## src/rtl/pipe_hazard_ctrl.sv

```systemverilog
// ----------------------------------------------------------------------------
// pipe_hazard_ctrl
//
// Central stall/flush sequencer for a 5-stage pipeline. It takes branch
// resolution from MEM, load-use information from ID/EXE and the data memory
// ready handshake. From these it drives the PC redirect, the per-stage write
// enables and flushes, and the MEM/WB bubble. A small memory-wait FSM
// (RUN / MEM_WAIT / ERROR) has a timeout that sets a sticky error flag. Two
// saturating performance counters track stall cycles and branch redirects.
//
// Parameters
//   TIMEOUT  maximum consecutive frozen memory-wait cycles before ERROR (2..255)
//   CNT_W    width of the performance counters
//
// Ports
//   clk            pipeline clock, rising edge
//   clrn           synchronous active-high clear
//   id_rs/id_rt    source register fields of the instruction in ID
//   id_use_rs/rt   ID instruction actually reads rs / rt
//   exe_wreg       EXE instruction writes a register
//   exe_m2reg      EXE instruction is a load
//   exe_rn         destination register of the EXE instruction
//   mem_branch     taken branch resolved in MEM
//   mem_bpc        branch target in MEM
//   mem_req        MEM instruction accesses data memory
//   mem_ready      data memory completes the access this cycle
//   pc_we, pc_sel_branch, pc_target   PC update control
//   if_id_we/flush, id_exe_we/flush, exe_mem_we/flush   pipeline register control
//   mem_wb_bubble  load a bubble into MEM/WB
//   mem_err        sticky memory timeout flag
//   stall_cnt      saturating count of cycles with pc_we=0
//   flush_cnt      saturating count of taken-branch redirects
// ----------------------------------------------------------------------------
module pipe_hazard_ctrl #(
  parameter int TIMEOUT = 16,
  parameter int CNT_W   = 16
) (
  input  logic             clk,
  input  logic             clrn,
  input  logic [4:0]       id_rs,
  input  logic [4:0]       id_rt,
  input  logic             id_use_rs,
  input  logic             id_use_rt,
  input  logic             exe_wreg,
  input  logic             exe_m2reg,
  input  logic [4:0]       exe_rn,
  input  logic             mem_branch,
  input  logic [31:0]      mem_bpc,
  input  logic             mem_req,
  input  logic             mem_ready,
  output logic             pc_we,
  output logic             pc_sel_branch,
  output logic [31:0]      pc_target,
  output logic             if_id_we,
  output logic             if_id_flush,
  output logic             id_exe_we,
  output logic             id_exe_flush,
  output logic             exe_mem_we,
  output logic             exe_mem_flush,
  output logic             mem_wb_bubble,
  output logic             mem_err,
  output logic [CNT_W-1:0] stall_cnt,
  output logic [CNT_W-1:0] flush_cnt
);

  typedef enum logic [1:0] {
    ST_RUN      = 2'd0,
    ST_MEM_WAIT = 2'd1,
    ST_ERROR    = 2'd2
  } state_t;

  localparam logic [7:0]       WCNT_LAST = 8'(TIMEOUT - 1);
  localparam logic [CNT_W-1:0] CNT_MAX   = {CNT_W{1'b1}};

  state_t           state_reg, state_next;
  logic [7:0]       wcnt_reg, wcnt_next;
  logic             mem_err_reg, mem_err_next;
  logic [CNT_W-1:0] stall_cnt_reg, stall_cnt_next;
  logic [CNT_W-1:0] flush_cnt_reg, flush_cnt_next;

  logic freeze;
  logic load_hit;
  logic take_branch;
  logic load_use_stall;

  // --------------------------------------------------------------------------
  // Event decode shared by next-state and output logic
  // --------------------------------------------------------------------------
  always_comb begin
    freeze = 1'b0;
    case (state_reg)
      ST_RUN:      freeze = mem_req & ~mem_ready;
      ST_MEM_WAIT: freeze = ~mem_ready;
      ST_ERROR:    freeze = 1'b1;
      default:     freeze = 1'b1;
    endcase
  end

  // A load to r0 never produces a value, so it can never create a hazard.
  assign load_hit = exe_m2reg & exe_wreg & (exe_rn != 5'd0) &
                    ((id_use_rs & (id_rs == exe_rn)) |
                     (id_use_rt & (id_rt == exe_rn)));

  // A branch squashes the younger instructions, so the load-use check is
  // meaningless in that cycle.
  assign take_branch    = ~freeze & mem_branch;
  assign load_use_stall = ~freeze & ~mem_branch & load_hit;

  // --------------------------------------------------------------------------
  // State register (includes counters and sticky flag)
  // --------------------------------------------------------------------------
  always_ff @(posedge clk) begin
    if (clrn) begin
      state_reg     <= ST_RUN;
      wcnt_reg      <= 8'd0;
      mem_err_reg   <= 1'b0;
      stall_cnt_reg <= '0;
      flush_cnt_reg <= '0;
    end else begin
      state_reg     <= state_next;
      wcnt_reg      <= wcnt_next;
      mem_err_reg   <= mem_err_next;
      stall_cnt_reg <= stall_cnt_next;
      flush_cnt_reg <= flush_cnt_next;
    end
  end

  // --------------------------------------------------------------------------
  // Next-state logic
  // --------------------------------------------------------------------------
  always_comb begin
    state_next   = state_reg;
    wcnt_next    = wcnt_reg;
    mem_err_next = mem_err_reg;

    case (state_reg)
      ST_RUN: begin
        if (freeze) begin
          state_next = ST_MEM_WAIT;
          wcnt_next  = 8'd1;
        end
      end
      ST_MEM_WAIT: begin
        if (mem_ready) begin
          state_next = ST_RUN;
          wcnt_next  = 8'd0;
        end else if (wcnt_reg == WCNT_LAST) begin
          // The RUN cycle that entered the wait counts as frozen cycle 1,
          // so this is frozen cycle TIMEOUT.
          state_next   = ST_ERROR;
          mem_err_next = 1'b1;
        end else begin
          wcnt_next = wcnt_reg + 8'd1;
        end
      end
      ST_ERROR: begin
        state_next   = ST_ERROR;
        mem_err_next = 1'b1;
      end
      default: begin
        state_next = ST_ERROR;
        mem_err_next = 1'b1;
      end
    endcase

    // The counters use the internal pc_we. In reset cycles the register
    // clear takes priority, so forced reset outputs are never counted.
    stall_cnt_next = stall_cnt_reg;
    if (!pc_we && (stall_cnt_reg != CNT_MAX))
      stall_cnt_next = stall_cnt_reg + 1'b1;

    flush_cnt_next = flush_cnt_reg;
    if (take_branch && (flush_cnt_reg != CNT_MAX))
      flush_cnt_next = flush_cnt_reg + 1'b1;
  end

  // --------------------------------------------------------------------------
  // Output logic
  // --------------------------------------------------------------------------
  always_comb begin
    pc_we         = 1'b1;
    if_id_we      = 1'b1;
    id_exe_we     = 1'b1;
    exe_mem_we    = 1'b1;
    if_id_flush   = 1'b0;
    id_exe_flush  = 1'b0;
    exe_mem_flush = 1'b0;
    mem_wb_bubble = 1'b0;
    pc_sel_branch = 1'b0;

    if (clrn) begin
      pc_we         = 1'b0;
      if_id_we      = 1'b0;
      id_exe_we     = 1'b0;
      exe_mem_we    = 1'b0;
      if_id_flush   = 1'b1;
      id_exe_flush  = 1'b1;
      exe_mem_flush = 1'b1;
      mem_wb_bubble = 1'b1;
    end else if (freeze) begin
      pc_we         = 1'b0;
      if_id_we      = 1'b0;
      id_exe_we     = 1'b0;
      exe_mem_we    = 1'b0;
      mem_wb_bubble = 1'b1;
    end else if (take_branch) begin
      pc_sel_branch = 1'b1;
      if_id_flush   = 1'b1;
      id_exe_flush  = 1'b1;
      exe_mem_flush = 1'b1;
    end else if (load_use_stall) begin
      // Hold PC and IF/ID and insert one bubble into ID/EXE. The load still
      // moves into MEM, so the hazard is gone on the next cycle.
      pc_we        = 1'b0;
      if_id_we     = 1'b0;
      id_exe_flush = 1'b1;
    end
  end

  assign pc_target = mem_bpc;
  assign mem_err   = mem_err_reg;
  assign stall_cnt = stall_cnt_reg;
  assign flush_cnt = flush_cnt_reg;

endmodule

```

## config.mk

```make
export PLATFORM = sky130hd
export DESIGN_NAME = pipe_hazard_ctrl
export DESIGN_NICKNAME = d
export VERILOG_FILES = /design/src/rtl/pipe_hazard_ctrl.sv
export SDC_FILE = /design/constraint.sdc
export NUM_CORES = 1
export LEC_CHECK = 0
export ABC_AREA = 1
export ABC_CLOCK_PERIOD_IN_PS = 2980
export CORE_ASPECT_RATIO = 1.5
export CORE_MARGIN = 3
export CORE_UTILIZATION = 35
export DETAILED_ROUTE_END_ITERATION = 12
export PLACE_DENSITY = 0.71
export SYNTH_ARGS = -nofsm -noshare
export SYNTH_HDL_FRONTEND = slang
export SYNTH_SLANG_ARGS = --single-unit
```

## constraint.sdc

```tcl
create_clock -name clk -period 2.98 [get_ports clk]
set_clock_uncertainty 0.2 [all_clocks]
set_input_delay 0.298 -clock clk [delete_from_list [all_inputs] [get_ports clk]]
set_output_delay 0.298 -clock clk [all_outputs]
set_load 0.1 [all_outputs]
```

# Word-level counts from Yosys, hierarchy flattened
# Cells that the tools add are included.
[totals] regBits=43 latch_bits=0 ram_bits=0 rom_bits=0 in_bits=56 elab_cells=70 n_memories=0
[classes] addsub=3 multipliers=0 div_mod_pow=0 n_lt_le_gt_ge=0 eq_ne=11 n_shift=0 mux=28 n_bitwise=14 n_reduce_logical=9
[op_table] op="16-bit by 1-bit adder with 16-bit output (second input constant)" n=2
[op_table] op="16-bit inequality test (second input constant)" n=2
[op_table] op="8-bit 2-to-1 mux" n=3
[op_table] op="1-bit 2-to-1 mux" n=18
[op_table] op="8-bit one-hot mux with 2 select lines" n=1
[op_table] op="5-bit equality test" n=2
[op_table] op="1-bit AND" n=9
[op_table] op="8-bit by 1-bit adder with 8-bit output (second input constant)" n=1
[op_table] op="8-bit by 4-bit equality test with 1-bit output (second input constant)" n=1
[op_table] op="2-bit 2-to-1 mux" n=3
[op_table] op="2-bit inequality test (second input constant)" n=3
[op_table] op="3-bit inequality test (second input constant)" n=2
[op_table] op="3-bit AND reduction" n=2
[op_table] op="5-bit nonzero test" n=1
[op_table] op="1-bit inverter" n=4
[op_table] op="1-bit one-hot mux with 2 select lines" n=2
[op_table] op="2-bit one-hot mux with 2 select lines" n=1
[op_table] op="2-bit by 1-bit equality test with 1-bit output (second input constant)" n=1
[op_table] op="1-bit logical AND" n=2
[op_table] op="2-bit logical NOT" n=1
[op_table] op="2-bit AND reduction" n=1
[op_table] op="2-bit nonzero test" n=1
[op_table] op="1-bit logical NOT" n=1
[op_table] op="1-bit bitwise OR" n=1

# Depth between registers and ports, before layout
[logic_depth] ltp_word=12 mapped_depth=12

# Least setup slack after synthesis
# OpenSTA, ideal clock, no wires.
[synth_timing] path_type="input -> output" from="input port mem_ready" to="output port pc_we" arrival_ns=2.292 required_time_ns=2.482 setup_slack_ns=0.190 path_stages=10 path_cell_list="inv_2 -> nand2_2 -> nand2_2 -> nor2_2 -> inv_2 -> nor2_8 -> nand2_8 -> buf_12 -> inv_1 -> buf_4"
[synth_via] elab_chain_cells=10 word_cells_on_any_way=11 classes_between="5 x mux; 6 x bitwise"
[synth_rtl] item="start: declaration" line="50" rtl="input logic mem_ready,"
[synth_rtl] item="1-bit inverter (*)" line="92, 93"
[synth_rtl] item="1-bit AND" line="92" rtl="ST_RUN: freeze = mem_req & ~mem_ready;"
[synth_rtl] item="1-bit one-hot mux with 2 select lines (*)" line="91" rtl="case (state_reg)"
[synth_rtl] item="1-bit inverter" line="106, 107"
[synth_rtl] item="1-bit AND (2 in series)" line="107" rtl="assign load_use_stall = ~freeze & ~mem_branch & load_hit;"
[synth_rtl] item="1-bit 2-to-1 mux (2 in series)"
[synth_rtl] item="1-bit 2-to-1 mux (*) (2 in series)"
[synth_rtl] item="end: declaration" line="51" rtl="output logic pc_we,"
# Mark *: on every way between the ends. The rest lies on a longest branch, timed or not.

# Final worst setup path
[layout_timing] from="input port mem_ready" to="output port pc_we"
[layout_via] elab_chain_cells=10 word_cells_on_any_way=11 classes_between="5 x mux; 6 x bitwise"
[layout_rtl] item="1-bit inverter (*)" line="92, 93"
[layout_rtl] item="1-bit AND" line="92"
[layout_rtl] item="1-bit one-hot mux with 2 select lines (*)" line="91"
[layout_rtl] item="1-bit inverter" line="106, 107"
[layout_rtl] item="1-bit AND (2 in series)" line="107"
[layout_rtl] item="1-bit 2-to-1 mux" line="211" rtl="end else if (load_use_stall) begin"
[layout_rtl] item="1-bit 2-to-1 mux" line="206" rtl="end else if (take_branch) begin"
[layout_rtl] item="1-bit 2-to-1 mux (*)" line="200" rtl="end else if (freeze) begin"
[layout_rtl] item="1-bit 2-to-1 mux (*)" line="191" rtl="if (clrn) begin"
# Marks and branches as above.

==> summary.md <==
| Metric | Value |
|---|---|
| Status | `completed` |
| Final hold vios | `0` |
| Antenna-violating nets left | `0` |
| Post-layout min period | `~2600 ps` |
| Layout Area Growth over Synthesis | `18.66%` |
| # Post-CTS Setup Buffers | `0` |
| CTS tree | `done` |
| Global-route wire length before repair | `12,790 um` |
| Multi-input gate area | `~1700 um^2` |
| Die W | `~83 um` |
| Area of placed instances | `~3600 um^2` |
| Endpoints failing setup | `0` |
| Setup crit end kind | `primary output` |
| Synth Area per Inst | `just under 7 um^2` |
| Iter 0 DRT Violations | `about 230` |
| Final Max Tran Viols | `0` |
| Layout cell share with drive strength beyond 1 | `0.1992` |
| Biggest area consumer among synthesized cells | `dfxtp_1` |
| Fmax | `between 0.3 and 0.4 GHz` |
| Crit-path max FO | `19` |
| Clock slew at reported path FFs | `around 50 ps` |
| Util after Layout | `0.4365` |
| Synth Cell Area | `3152 um^2` |
| Register area share after synthesis | `0.2731` |
| HP Class | `in -> reg` |
| Vias per inst | `a little under 5` |
| Reg area | `about 860 um^2` |
| Die area | `approximately 10,000 um^2` |
| Drt pass-1 iters | `4` |
| Peak VDD IR | `~0.25 mV` |
| Initial antenna violation count | `0` |
| Post-synthesis cell count | `464` |
| Worst slew pin tran | `391.8 ps` |
| Fin area | `between 3000 and 4000 um^2` |
| CP cell instances | `clkdlybuf4s50_1 > inv_2 > nand2_2 > nand2_2 > nor2_2 > inv_2 > nor2_8 > nand2_8 > inv_1 > buf_12` |
| Max Cap Violations | `0` |
| Io pins | `130` |
| Avg WL per Cell | `13.02 um` |
| PnR worst setup slack | `around 410 ps` |
| Pleak | `around 1.5 nW` |
| Row Count | `41` |
| Final period utilization | `0.8609` |
| Post-synth net total | `between 500 and 600` |
| Largest net degree at the start of global routing | `26` |
| Startpoint types | `input port` |
| Post-cts resize count | `0` |
| Ant diodes | `0` |
| Hold buffers post-CTS | `0` |
| Hold_ws | `approximately 210 ps` |
| IO buf count | `65` |
| YS warnings | `0` |
| Crit path kind | `in -> out` |
| Yosys reg bits | `43` |
| RSZ-0062 raised after global routing | `false` |
| CTS Sinks | `between 40 and 50` |
| Most common cell after layout, fill and taps aside | `nand2_1` |
| Slew margin rel. | `0.7368` |
| Worst slack at placement | `about 410 ps` |
| Routability Congestion | `between 0.8 and 0.9` |
| Commonest cells after routing, fill and taps aside | `nand2_1 (106), inv_1 (53), nor2_1 (44), dfxtp_1 (43), nand3_1 (37)` |
| Vias in the first global route | `about 2,900` |
| Remaining DRCs | `0` |
| Area contributors post-synth | `dfxtp_1 (27%), nand2_1 (13%), buf_4 (8.6%), inv_1 (6.3%), nand3_1 (5.9%)` |
| Clock root buffer | `clkbuf_16` |
| Max incr delay on CP | `610 ps` |
| Worst-skew pair later-pin latency | `between 200 and 300 ps` |
| Layout fillers | `850` |
| H-tree levels | `2` |
| Floorplan Core Area | `between 8000 and 9000 um^2` |
| Crit path DAT | `2070 ps` |
| Clock tree buffer depth | `2` |
| Layout Nets | `roughly 550` |
| All-layer global routing usage | `0.1530` |
| Post-DP HPWL | `between 5000 and 6000 um` |
| Synth cell types | `33` |
| Final setup TNS | `0 ps` |
| Die Y-Extent | `122.2 um` |
| CTS Buf Count | `5` |
| CP Data Required Time | `~2500 ps` |
| Post-Route WL | `roughly 7800 um` |
| Post-synth top area share | `0.2731` |
| Initial Util | `0.3679` |
| Total gr overflow | `0` |
| Pwr/cell area | `slightly above 400 nW/um^2` |
| Via count | `2,958` |
| Crit-path slowest cell | `clkdlybuf4s50_1` |
[critical path: cells and delay by family]
kind	cells	cell delay, ps
AND/OR/NAND/NOR	5	550
buffers and inverters	5	1190
[path summary, 6_finish.rpt]
| check | slack (ps) | start | cells past startpoint | end |
|---|---|---|---|---|
| hold / removal | 210 | clrn | 2 | flush_cnt[8]$_SDFFE_PP0P_ |
| setup reg to reg | 750 | stall_cnt[0]$_SDFFE_PP0P_ | 9 | stall_cnt[1]$_SDFFE_PP0P_ |
| setup / recovery | 410 | mem_ready | 10 | pc_we |
| hold reg to reg | 280 | mem_err$_SDFFE_PP0P_ | 2 | mem_err$_SDFFE_PP0P_ |
[cell families after synthesis]
| family | share of synthesized area |
|---|---|
| AND/OR/NAND/NOR | 0.3755 |
| flip-flops | 0.2731 |
| buffers and inverters | 0.1846 |
| adder cells (fa/ha/maj) | 0.01191 |
| XOR/XNOR | 0.06669 |
| AO/OA/AOI/OAI | 0.08813 |
[through the flow]
step                      instances  total power [mW]
final                           599             1.509
after global routing            599             1.559
after CTS                       599             1.527
after detailed placement        592            0.9141
after global placement          592            0.9119
after floorplan                 464             1.024
[Yosys cell counts]
master,instances
a21oi_1,28
a21oi_2,10
and3_1,2
buf_12,2
buf_4,36
buf_6,2
clkbuf_1,3
clkbuf_4,1
clkbuf_8,1
dfxtp_1,43
ha_1,3
inv_1,53
inv_2,3
inv_4,1
nand2_1,106
nand2_2,14
nand2_4,1
nand2_8,1
nand3_1,37
nand3_2,8
nand3_4,1
nand4_1,9
nor2_1,44
nor2_2,4
nor2_4,1
nor2_8,1
nor3_1,10
nor3_4,1
nor3b_1,2
o21ai_0,10
or2_2,2
xnor2_1,7
xor2_1,17
[layer usage]
layer,vias to the layer above,GRT usage,wire [um]
li1,1491,-,-
met1,1337,0.1452,2798
met2,88,0.2972,4189
met3,42,0.02686,407
met4,0,0.1026,401
met5,-,0,0
[area by class of cell]
class                   instances  area share
inverters                      57     0.05788
clock buffers                   6     0.03446
well taps                     107     0.03580
repair buffers                 66      0.1766
multi-input cells             319      0.4570
flip-flops and latches         43      0.2302
clock inverters                 1    0.008029
[where the power goes]
group | total (mW) | switching [mW] | internal [mW]
Combinational | 0.305 | 0.209 | 0.0964
Sequential | 0.594 | 0.0110 | 0.583
Clock | 0.610 | 0.219 | 0.391
(Power assumes the default switching activity.)
